<file path="config.mk">
export PLATFORM = sky130hd
export DESIGN_NAME = parity_frame_sequencer
export DESIGN_NICKNAME = d
export VERILOG_FILES = /design/src/rtl/parity_frame_sequencer.sv
export SDC_FILE = /design/constraint.sdc
export NUM_CORES = 1
export LEC_CHECK = 0
export CORE_MARGIN = 1.5
export CORE_UTILIZATION = 40
export CTS_BUF_LIST = sky130_fd_sc_hd__clkbuf_16
export DETAILED_ROUTE_END_ITERATION = 7
export SLEW_MARGIN = 20
export SYNTH_ARGS = -nofsm -noshare
export SYNTH_HDL_FRONTEND = slang
export SYNTH_SLANG_ARGS = --single-unit
</file>
<file path="constraint.sdc">
create_clock -name i_clk -period 1.85 [get_ports i_clk]
set_input_delay 0.185 -clock i_clk [delete_from_list [all_inputs] [get_ports i_clk]]
set_output_delay 0.185 -clock i_clk [all_outputs]
set_load 0.005 [all_outputs]
</file>
<file path="src/rtl/parity_frame_sequencer.sv">
// parity_frame_sequencer
//
// Accepts a parallel word over a valid/ready handshake and sends it LSB-first
// on a single idle-high serial line as: start(0), DATA_W data bits, parity,
// stop(1). Each serial bit is held for CLKS_PER_BIT clocks. Parity mode
// (even/odd) is chosen per frame and the computed parity bit is exposed.
//
// Ports:
//   i_clk    system clock, rising edge
//   i_rst    asynchronous, active-high reset
//   i_data   parallel word to send (sampled only on the handshake edge)
//   i_valid  producer has a word on i_data
//   i_odd    parity mode for this frame: 0 = even, 1 = odd
//   o_ready  sequencer can accept a word (combinational)
//   o_tx     serial line, idle-high (registered)
//   o_par    parity bit of the current/last frame (registered)
//   o_busy   frame in progress (registered)
//   o_done   one-cycle pulse in the final stop-bit cycle (registered)
module parity_frame_sequencer #(
    parameter int DATA_W       = 8,
    parameter int CLKS_PER_BIT = 4
) (
    input  logic              i_clk,
    input  logic              i_rst,
    input  logic [DATA_W-1:0] i_data,
    input  logic              i_valid,
    input  logic              i_odd,
    output logic              o_ready,
    output logic              o_tx,
    output logic              o_par,
    output logic              o_busy,
    output logic              o_done
);
    localparam int BW = (DATA_W > 1) ? $clog2(DATA_W) : 1;
    localparam int CW = (CLKS_PER_BIT > 1) ? $clog2(CLKS_PER_BIT) : 1;
    localparam logic [BW-1:0] BIT_LAST = BW'(DATA_W - 1);
    localparam logic [CW-1:0] CNT_LAST = CW'(CLKS_PER_BIT - 1);

    localparam logic [2:0] S_IDLE   = 3'd0;
    localparam logic [2:0] S_START  = 3'd1;
    localparam logic [2:0] S_DATA   = 3'd2;
    localparam logic [2:0] S_PARITY = 3'd3;
    localparam logic [2:0] S_STOP   = 3'd4;

    logic [2:0]        state_q, state_d;
    logic [CW-1:0]     clk_cnt_q, clk_cnt_d;
    logic [BW-1:0]     bit_cnt_q, bit_cnt_d;
    logic [DATA_W-1:0] shift_q, shift_d;
    logic              tx_q, tx_d;
    logic              par_q, par_d;
    logic              busy_q, busy_d;
    logic              done_q, done_d;
    logic              accept;
    logic              bit_end;

    assign o_ready = (state_q == S_IDLE) && !i_rst;
    assign accept  = i_valid && o_ready;
    assign bit_end = (clk_cnt_q == CNT_LAST);

    always_comb begin
        state_d   = state_q;
        clk_cnt_d = clk_cnt_q;
        bit_cnt_d = bit_cnt_q;
        shift_d   = shift_q;
        par_d     = par_q;

        // The clock counter runs in every framing state and wraps on each
        // bit boundary, so it is back at zero whenever the block is idle.
        if (state_q != S_IDLE) begin
            clk_cnt_d = bit_end ? '0 : clk_cnt_q + CW'(1);
        end

        case (state_q)
            S_IDLE: begin
                if (accept) begin
                    state_d   = S_START;
                    clk_cnt_d = '0;
                    bit_cnt_d = '0;
                    shift_d   = i_data;
                    par_d     = (^i_data) ^ i_odd;
                end
            end
            S_START: begin
                if (bit_end) state_d = S_DATA;
            end
            S_DATA: begin
                if (bit_end) begin
                    if (bit_cnt_q == BIT_LAST) begin
                        state_d = S_PARITY;
                    end else begin
                        bit_cnt_d = bit_cnt_q + BW'(1);
                        shift_d   = shift_q >> 1;
                    end
                end
            end
            S_PARITY: begin
                if (bit_end) state_d = S_STOP;
            end
            S_STOP: begin
                if (bit_end) state_d = S_IDLE;
            end
            default: state_d = S_IDLE;
        endcase

        // Outputs are registered, so they are derived from the next state:
        // the line value seen in a cycle belongs to the state of that cycle.
        case (state_d)
            S_START:  tx_d = 1'b0;
            S_DATA:   tx_d = shift_d[0];
            S_PARITY: tx_d = par_d;
            default:  tx_d = 1'b1;
        endcase
        busy_d = (state_d != S_IDLE);
        done_d = (state_d == S_STOP) && (clk_cnt_d == CNT_LAST);
    end

    always_ff @(posedge i_clk or posedge i_rst) begin
        if (i_rst) begin
            state_q   <= S_IDLE;
            clk_cnt_q <= '0;
            bit_cnt_q <= '0;
            tx_q      <= 1'b1;
            par_q     <= 1'b0;
            busy_q    <= 1'b0;
            done_q    <= 1'b0;
        end else begin
            state_q   <= state_d;
            clk_cnt_q <= clk_cnt_d;
            bit_cnt_q <= bit_cnt_d;
            tx_q      <= tx_d;
            par_q     <= par_d;
            busy_q    <= busy_d;
            done_q    <= done_d;
        end
    end

    // The shift register is pure data: it is always loaded before use.
    always_ff @(posedge i_clk) begin
        shift_q <= shift_d;
    end

    assign o_tx   = tx_q;
    assign o_par  = par_q;
    assign o_busy = busy_q;
    assign o_done = done_q;
endmodule

</file>
==> reports/metrics.yaml, run 1 <==
global_route:
  grt_use_total: 0.146
  grt_pass1_wl_mm: 3.58
  number_of_global_route_vias_before_repair: 790
  grt.overflow.total: 0
  number_of_antenna_violations_at_the_first_check_in_global_routing: 0
  grt_start_max_net_pins: 13
setup_path:
  cp.required_ps: 1810
  critical_path.endpoint_type: "flip-flop"
  crit_fanout: 8
  timing.reg2reg.worst_path_depth: 6
  worst-setup-path-type: "reg -> reg"
  setup.reg_to_reg.worst_slack_ps: 200
  timing.critical_path.arrival_ps: 1620
  crit-reg2reg-capture: "shift_q[3]"
  worst_setup_path_start_kind: "flip-flop"
  worst_r2r_startpoint: "state_q[0]"
placement:
  place_congestion: 0.807
  port-buffer-count: 16
  detailedPlacementHpwl_mm: 1.58
floorplan:
  fp.dieArea_um2: 3080
  floorplan.rows: 18
  die_w_um: 55.5
  die_h_um: 55.5
  start_util: 0.433
  core-area_um2: 2540
  io_pins: 17
routing:
  detail_route.iter0.violations: 15
  drtAntennaViolNets: 0
  via_per_inst: 5.15
  wl_per_cell_um: 13.2
  drc: 0
  routed_wirelength_mm: 2.02
  vias_after_detailed_routing: 788
  detailedRoute.firstPassIterationCount: 4
logic_synthesis:
  synth-seq-cells: 20
  synth_flop_cell: "dfrtp_1"
  yosysUniqueCellTypes: 42
  synth-edff-count: 7
  synthesis.instances: 99
  netlist_area_um2: 1100
  postSynthAreaPerCell_um2: 11.1
  synth-warning-count: 0
  seq_area_frac_synth: 0.482
  syn-num-nets: 114
  ys_async_sr_fraction: 0.600
status:
  outcome: "finished, final reports clean"
timing:
  finalCritPeriodShare: 0.893
  min_clock_period_post_route_ps: 1650
  holdWs_ps: 316
  final_hold_viol_count: 0
  fin_worst_skew_ps: 4.03
  tightestPinTransition_ps: 457
  fin_tns_setup_ps: 0
  report.final.slew_viol_count: 0
  setup_viol: 0
  max_clock_freq_mhz: 605
  max_transition_margin: 0.695
  grt_setup_unrepaired: "no"
power:
  vdd_drop_max_mv: 0.961
  power.static_leakage_nw: 0.593
  power-per-cell-area_nw_per_um2: 1420
clock_network:
  cts_htree_levels: 1
  clkLatencyLatePin_ps: 250
  path_clk_slew_ps: 50
  cts_made_buffers: 3
  cts.hold.buffers_added: 0
  cts_tree: "built"
  maximum_count_of_clock_buffers_along_a_single_path: 2
  ctsRootBufferMaster: "clkbuf_16"
  cts.sinks: 20
hold_path:
  min_path_type: "in -> async"
cells_and_area:
  growth_of_design_area_from_synthesis_to_finish_pct: 27.6
  final_net_count: 139
  layout_commonest_cell: "clkdlybuf4s50_1"
  num_antenna_cells: 0
  drive_above_1_share: 0.146
  most-common-layout-cells: "clkdlybuf4s50_1, dfrtp_1, buf_4"
job:
  maxCapViolations: 0
-- Yosys cell counts (all sizes together), types with 3 or more instances --
cell	number	area share
inv	6	0.020
xnor2	4	0.032
dfrtp	11	0.25
o21ai	5	0.023
edfxtp	7	0.19
xor2	3	0.024
a22o	6	0.048
nor2	5	0.024
buf	5	0.042
nand2	9	0.031
ha	3	0.034
nand3	3	0.014
-- critical path, stage by stage, from the launching register on --
cell     delay [ps]
dfrtp_1         380
buf_4           140
buf_4           150
nor3b_4         220
and3_4          210
or2_1           110
buf_4           150
-- metal layers --
metal / vias to the layer above / share of wire / wire [um] / GRT usage
li1: 401 / - / - / -
met1: 375 / 0.51 / 1040 / 0.207
met2: 10 / 0.45 / 906 / 0.223
met3: 2 / 0.032 / 65 / 0.0422
met4: 0 / 0.0054 / 11 / 0.0314
met5: - / 0 / 0 / 0
-- worst max-delay path by stage --
stage | startpoint | endpoint | cells past startpoint | slack [ps]
2_1_floorplan | state_q[1] | shift_q[1] | 5 | 220
3_3_place_gp | i_rst | shift_q[1] | 5 | 170
3_5_place_dp | i_rst | shift_q[3] | 5 | 160
4_1_cts | state_q[1] | o_ready | 3 | 30
5_1_grt | state_q[0] | bit_cnt_q[2] | 7 | 70
6_report | state_q[0] | shift_q[3] | 6 | 200
-- state kept, by name, indices dropped and copies added, names as in the netlist --
name	count
bit_cnt_q	3
clk_cnt_q	2
o_busy	1
o_done	1
o_par	1
o_tx	1
shift_q	8
state_q	3
-- report_power, final --
group | internal [mW] | switching (mW) | leakage [nW]
clock network | 0.287 | 0.149 | 0.0385
logic | 0.446 | 0.401 | 0.328
registers | 0.634 | 0.0820 | 0.226
total | 1.37 | 0.632 | 0.593
-- repair_timing --
action | CTS | global route
buffers inserted | 1 | 0
hold endpoints to repair | 0 | 0
setup endpoints to repair | 1 | 1
gates resized for setup | 0 | 1
-- area by class of cell --
type / instances / area, um2
Clock buffer: 3 / 75.1
Clock inverter: 1 / 3.75
Fill cell: 230 / 1140
Inverter: 6 / 22.5
Multi-Input combinational cell: 67 / 498
Sequential cell: 20 / 532
Tap cell: 30 / 37.5
Timing Repair Buffer: 26 / 238
-- through the flow --
step            util  power, mW  instance area, um2  std cells  setup slack [ps]
2_1_floorplan      -       1.30                1100         99               224
3_3_place_gp   0.518       1.55                1320        148               173
3_5_place_dp   0.518       1.56                1320        148               160
4_1_cts        0.552       2.02                1400        153              25.6
5_1_grt        0.553       2.16                1410        153              69.3
6_report       0.553       2.00                1410        153               198
-- kinds of logic (layout without fill, tap and decap cells) --
logic type	count (synthesis)	in the layout	share of synthesized area
and+or+nand+nor	34	34	0.196
AOI/OAI and AO/OA	20	20	0.127
DFF	20	20	0.482
buffers and inverters	12	36	0.0658
xor gates and xnor gates	8	8	0.0760
adders and majority gates	3	3	0.0341
muxes	2	2	0.0182
(Power assumes the default switching activity.)
==> inputs of run 2 (changes only) <==
- clock period: 1.85 -> 1.6 ns (I/O delays scaled with it)
==> run 2 against run 1 <==
Compared with the run above:
- setup slack got worse by 150 ps
- routed wire length rose by 3.4%
- sequential share of layout area fell by 1.7 points
- non-clock buffer count rose by 2
- final area is 4.6% higher
- hold slack improved by 55 ps
- clock-buffer cell count unchanged
- die area did not move
- cell count grew 1.3%
==> reports/metrics.yaml, run 2 (synthesis results as in run 1) <==
global_route:
  grt.overflow.total: 0
  grt_pass1_wl_mm: 3.79
  grt_use_total: 0.157
  grt_start_max_net_pins: 13
  number_of_global_route_vias_before_repair: 842
  number_of_antenna_violations_at_the_first_check_in_global_routing: 0
clock_network:
  cts_htree_levels: 1
  cts_tree: "built"
  cts_made_buffers: 3
  ctsRootBufferMaster: "clkbuf_16"
  cts.sinks: 20
  clkLatencyLatePin_ps: 250
  maximum_count_of_clock_buffers_along_a_single_path: 2
  path_clk_slew_ps: 60
routing:
  vias_after_detailed_routing: 826
  drc: 0
  drtAntennaViolNets: 0
  routed_wirelength_mm: 2.09
  wl_per_cell_um: 13.5
  detailedRoute.firstPassIterationCount: 4
  via_per_inst: 5.33
  detail_route.iter0.violations: 38
timing:
  max_clock_freq_mhz: 646
  setup_viol: 0
  fin_worst_skew_ps: 6.73
  finalCritPeriodShare: 0.967
  final_hold_viol_count: 0
  holdWs_ps: 371
  report.final.slew_viol_count: 0
  finalWorstSetupSlack_ps: 52.8
  max_transition_margin: 0.691
  grt_setup_unrepaired: "no"
  min_clock_period_post_route_ps: 1550
  tightestPinTransition_ps: 462
placement:
  place_congestion: 0.798
  pre_cts_slack_ps: -80.6
  detailedPlacementHpwl_mm: 1.62
  placedInstanceArea_um2: 1350
  port-buffer-count: 16
power:
  power-per-cell-area_nw_per_um2: 1740
  vdd_drop_max_mv: 1.18
  power.static_leakage_nw: 0.603
setup_path:
  timing.critical_path.arrival_ps: 1510
  cpMaxStageDelayCell: "dfrtp_1"
  crit_fanout: 11
  max_stage_delay_ps: 370
  worst-setup-path-type: "reg -> reg"
  worst_path_cell_trace: "ha_1, ha_2, inv_1, and3_4, or2_4, buf_12"
  critical_path.endpoint_type: "flip-flop"
  critical_path_buf_inv_count: 2
  crit_family: "adder cells"
  worst_setup_path_start_kind: "flip-flop"
  cp.required_ps: 1570
cells_and_area:
  growth_of_design_area_from_synthesis_to_finish_pct: 33.5
  num_antenna_cells: 0
  fin_area_um2: 1470
  drive_above_1_share: 0.200
  most-common-layout-cells: "clkdlybuf4s50_1, dfrtp_1, buf_4"
  postLayoutCoreUtil: 0.578
  largest_register_ffs: 8
  registers.top_by_ff_count: "shift_q"
  layout_top_registers: "shift_q x8, bit_cnt_q x3, state_q x3"
  final_net_count: 141
  layout_commonest_cell: "clkdlybuf4s50_1"
floorplan:
  fp.dieArea_um2: 3080
  die_w_um: 55.5
  floorplan.rows: 18
  die_h_um: 55.5
  io_pins: 17
  start_util: 0.433
  core-area_um2: 2540
job:
  maxCapViolations: 0
status:
  outcome: "finished, final reports clean"
hold_path:
  min_path_type: "in -> async"
==> run 2: what timing repair did <==
item | 4_1_cts | 5_1_grt
gates resized for setup | 1 | 5
pin swaps | 1 | 0
endpoints found under the setup margin | 8 | 13
hold buffers | 0 | 0
setup buffers | 1 | 0
==> run 2: area by class of cell <==
class                           instances  area, um2
Tap cell                               30       37.5
Inverter                                6       22.5
Clock inverter                          1       30.0
Multi-Input combinational cell         67        512
Timing Repair Buffer                   28        263
Sequential cell                        20        532
Clock buffer                            3       75.1
Fill cell                             224       1070
==> run 2: power by group <==
part           leakage (nW)  total [mW]  switching, mW  internal, mW
clock network        0.0511       0.681          0.185         0.496
logic                 0.326        1.04          0.490         0.551
registers             0.226       0.831         0.0984         0.733
total                 0.603        2.55          0.773          1.78
==> run 2: path summary, 6_finish.rpt <==
kind                                 to    startpoint  cells past startpoint  slack [ps]
setup / recovery             shift_q[5]  bit_cnt_q[0]                      6          50
max in group asynchronous          o_tx         i_rst                      3         890
hold reg to reg              shift_q[0]    shift_q[0]                      2         520
hold / removal             clk_cnt_q[1]         i_rst                      3         370
min in group i_clk           shift_q[0]    shift_q[0]                      2         520
setup reg to reg             shift_q[5]  bit_cnt_q[0]                      6          50
==> run 2: metal layers <==
layer / vias to the layer above / routed length, um / global-route usage
met3: 4 / 81 / 0.0422
met2: 15 / 1000 / 0.243
met5: - / 0 / 0
met1: 399 / 992 / 0.213
met4: 0 / 18 / 0.0523
li1: 408 / - / -
==> run 2: stage by stage <==
stage | total power [mW] | TNS [ps] | instances
floorplan | 1.50 | 0 | 99
global placement | 1.82 | -118 | 150
detailed placement | 1.85 | -223 | 150
CTS | 2.55 | 0 | 155
global route | 2.75 | 0 | 155
finish | 2.55 | 0 | 155
==> run 2: worst register-to-register path, delay by kind of cell (launching register included) <==
family / cells / cell delay, ps
adders and majority gates: 2 / 400
and+or+nand+nor: 2 / 290
DFF: 1 / 370
buffers and inverters: 2 / 190
==> inputs of run 3 (changes only) <==
- clock period: 1.6 -> 1.41 ns (I/O delays scaled with it)
==> run 3 against run 2 <==
Compared with the run above:
- total power is 23% higher
- largest cell class is now multi-input gates
- flip-flop and latch count stayed put
- fmax increased by 3.2%
- combinational power grew 54%
- critical path depth down 2
- final area rose by 15%
- clock skew decreased by 5.2 ps
- sequential power up 15%
- sequential share of layout area is 4.8 points lower
- the flow now finishes with violations (setup timing)
==> reports/metrics.yaml, run 3 (synthesis results as in run 1) <==
status:
  outcome: "complete, but fails checks"
  violated_checks: "setup timing"
cells_and_area:
  multiInputGateArea_um2: 596
  stdcell_count: 175
  seqCellArea_um2: 532
  most-common-layout-cells: "buf_4, clkdlybuf4s50_1, dfrtp_1"
  layout_top_registers: "shift_q x8, bit_cnt_q x3, state_q x3"
  num_antenna_cells: 0
  fin_area_um2: 1700
  fillerInstances: 192
  registers.top_by_ff_count: "shift_q"
  drive_above_1_share: 0.379
  postLayoutCoreUtil: 0.668
  layout_commonest_cell: "buf_4"
  growth_of_design_area_from_synthesis_to_finish_pct: 54.1
  final_net_count: 161
  largest_register_ffs: 8
floorplan:
  fp.dieArea_um2: 3080
  io_pins: 17
  start_util: 0.433
  core-area_um2: 2540
  die_h_um: 55.5
  die_w_um: 55.5
  floorplan.rows: 18
routing:
  via_per_inst: 5.12
  routed_wirelength_mm: 2.54
  drc: 0
  vias_after_detailed_routing: 896
  wl_per_cell_um: 14.5
  drtAntennaViolNets: 0
  detail_route.iter0.violations: 23
  detailedRoute.firstPassIterationCount: 4
setup_path:
  cp.required_ps: 1380
  critical_path.endpoint_type: "flip-flop"
  crit_fanout: 6
  setup.reg_to_reg.worst_slack_ps: -90
  worst_r2r_startpoint: "state_q[2]"
  timing.reg2reg.worst_path_depth: 4
  crit-reg2reg-capture: "shift_q[6]"
  timing.critical_path.arrival_ps: 1470
  worst_setup_path_start_kind: "flip-flop"
  worst-setup-path-type: "reg -> reg"
clock_network:
  cts_made_buffers: 3
  cts.sinks: 20
  ctsRootBufferMaster: "clkbuf_16"
  clkLatencyLatePin_ps: 250
  cts_htree_levels: 1
  maximum_count_of_clock_buffers_along_a_single_path: 2
  cts.hold.buffers_added: 0
  path_clk_slew_ps: 50
  cts_tree: "built"
timing:
  max_clock_freq_mhz: 667
  min_clock_period_post_route_ps: 1500
  grt_setup_unrepaired: "yes"
  report.final.slew_viol_count: 0
  setup_viol: 18
  fin_worst_skew_ps: 1.58
  finalCritPeriodShare: 1.06
  max_transition_margin: 0.676
  tightestPinTransition_ps: 485
  final_hold_viol_count: 0
  holdWs_ps: 417
  finalWorstSetupSlack_ps: -89.4
power:
  power.sequential.fraction: 0.304
  totalPowerFinal_mw: 3.14
  power.switching_fraction: 0.328
  p_switching_mw: 1.03
  power.combinational.fraction: 0.510
  p_int_mw: 2.11
  pwr-share-clk: 0.186
  power-per-cell-area_nw_per_um2: 1850
  vdd_drop_max_mv: 1.49
  power.static_leakage_nw: 0.726
global_route:
  grt_use_total: 0.167
  grt.overflow.total: 0
  number_of_antenna_violations_at_the_first_check_in_global_routing: 0
  grt_pass1_wl_mm: 4.01
  number_of_global_route_vias_before_repair: 898
  grt_start_max_net_pins: 13
placement:
  detailedPlacementHpwl_mm: 1.71
  place_congestion: 0.841
  place.detailed.instances: 163
  port-buffer-count: 16
  placedInstanceArea_um2: 1460
job:
  maxCapViolations: 0
hold_path:
  min_path_type: "in -> async"
run 3: cell count changes in the layout (fill, tap and decap cells not counted), sizes merged:
cell,change
bufinv,-1
clkdlybuf4s50,-1
clkinv,+1
clkdlybuf4s15,-1
dlymetal6s2s,+1
buf,+21
run 3: worst max-delay path by stage:
stage	from	end	slack (ps)	cells past startpoint
after floorplan	state_q[1]	shift_q[1]	-170	5
after global placement	i_data[3]	o_par	-180	5
after detailed placement	i_rst	shift_q[7]	-210	5
after CTS	bit_cnt_q[1]	shift_q[6]	-80	6
after global routing	state_q[2]	shift_q[6]	-140	4
final	state_q[2]	shift_q[6]	-90	4
run 3: layout make-up:
cell class,count,area share
clock inverter,1,0.00221
clock buffer,3,0.0442
multi-input combinational,67,0.351
sequential,20,0.313
inverter,6,0.0133
timing repair buffer,48,0.255
tap,30,0.0221
run 3: critical path, stage by stage, from the launching register on:
cell and delay, ps:
dfrtp_1 380, or3_4 420, nor2_4 150, or2_4 140, buf_6 120
run 3: what timing repair did:
action / CTS / global route
pin swaps: 9 / 5
gates resized for setup: 13 / 14
buffers inserted: 2 / 6
hold endpoints to repair: 0 / 0
endpoints found under the setup margin: 22 / 25
run 3: metal layers:
metal  global-route usage  routed length [um]  vias to the layer above
li1                     -                   -                      446
met1                0.216                1150                      431
met2                0.276                1290                       12
met3               0.0328                  54                        7
met4               0.0662                  46                        0
met5                    0                   0                        -
run 3: per-stage QoR:
stage	setup WS [ps]	setup TNS, ps
3_5_place_dp	-211	-2940
6_report	-89.4	-1010
3_3_place_gp	-178	-2280
4_1_cts	-76.1	-946
2_1_floorplan	-170	-1670
5_1_grt	-139	-1970
run 3: power groups by stage:
stage / logic, mW / registers (mW) / clock network, mW
floorplan: 0.805 / 0.933 / 0
global placement: 1.24 / 0.936 / 0
detailed placement: 1.27 / 0.946 / 0
CTS: 1.36 / 0.941 / 0.596
global route: 1.74 / 0.974 / 0.627
finish: 1.60 / 0.954 / 0.586
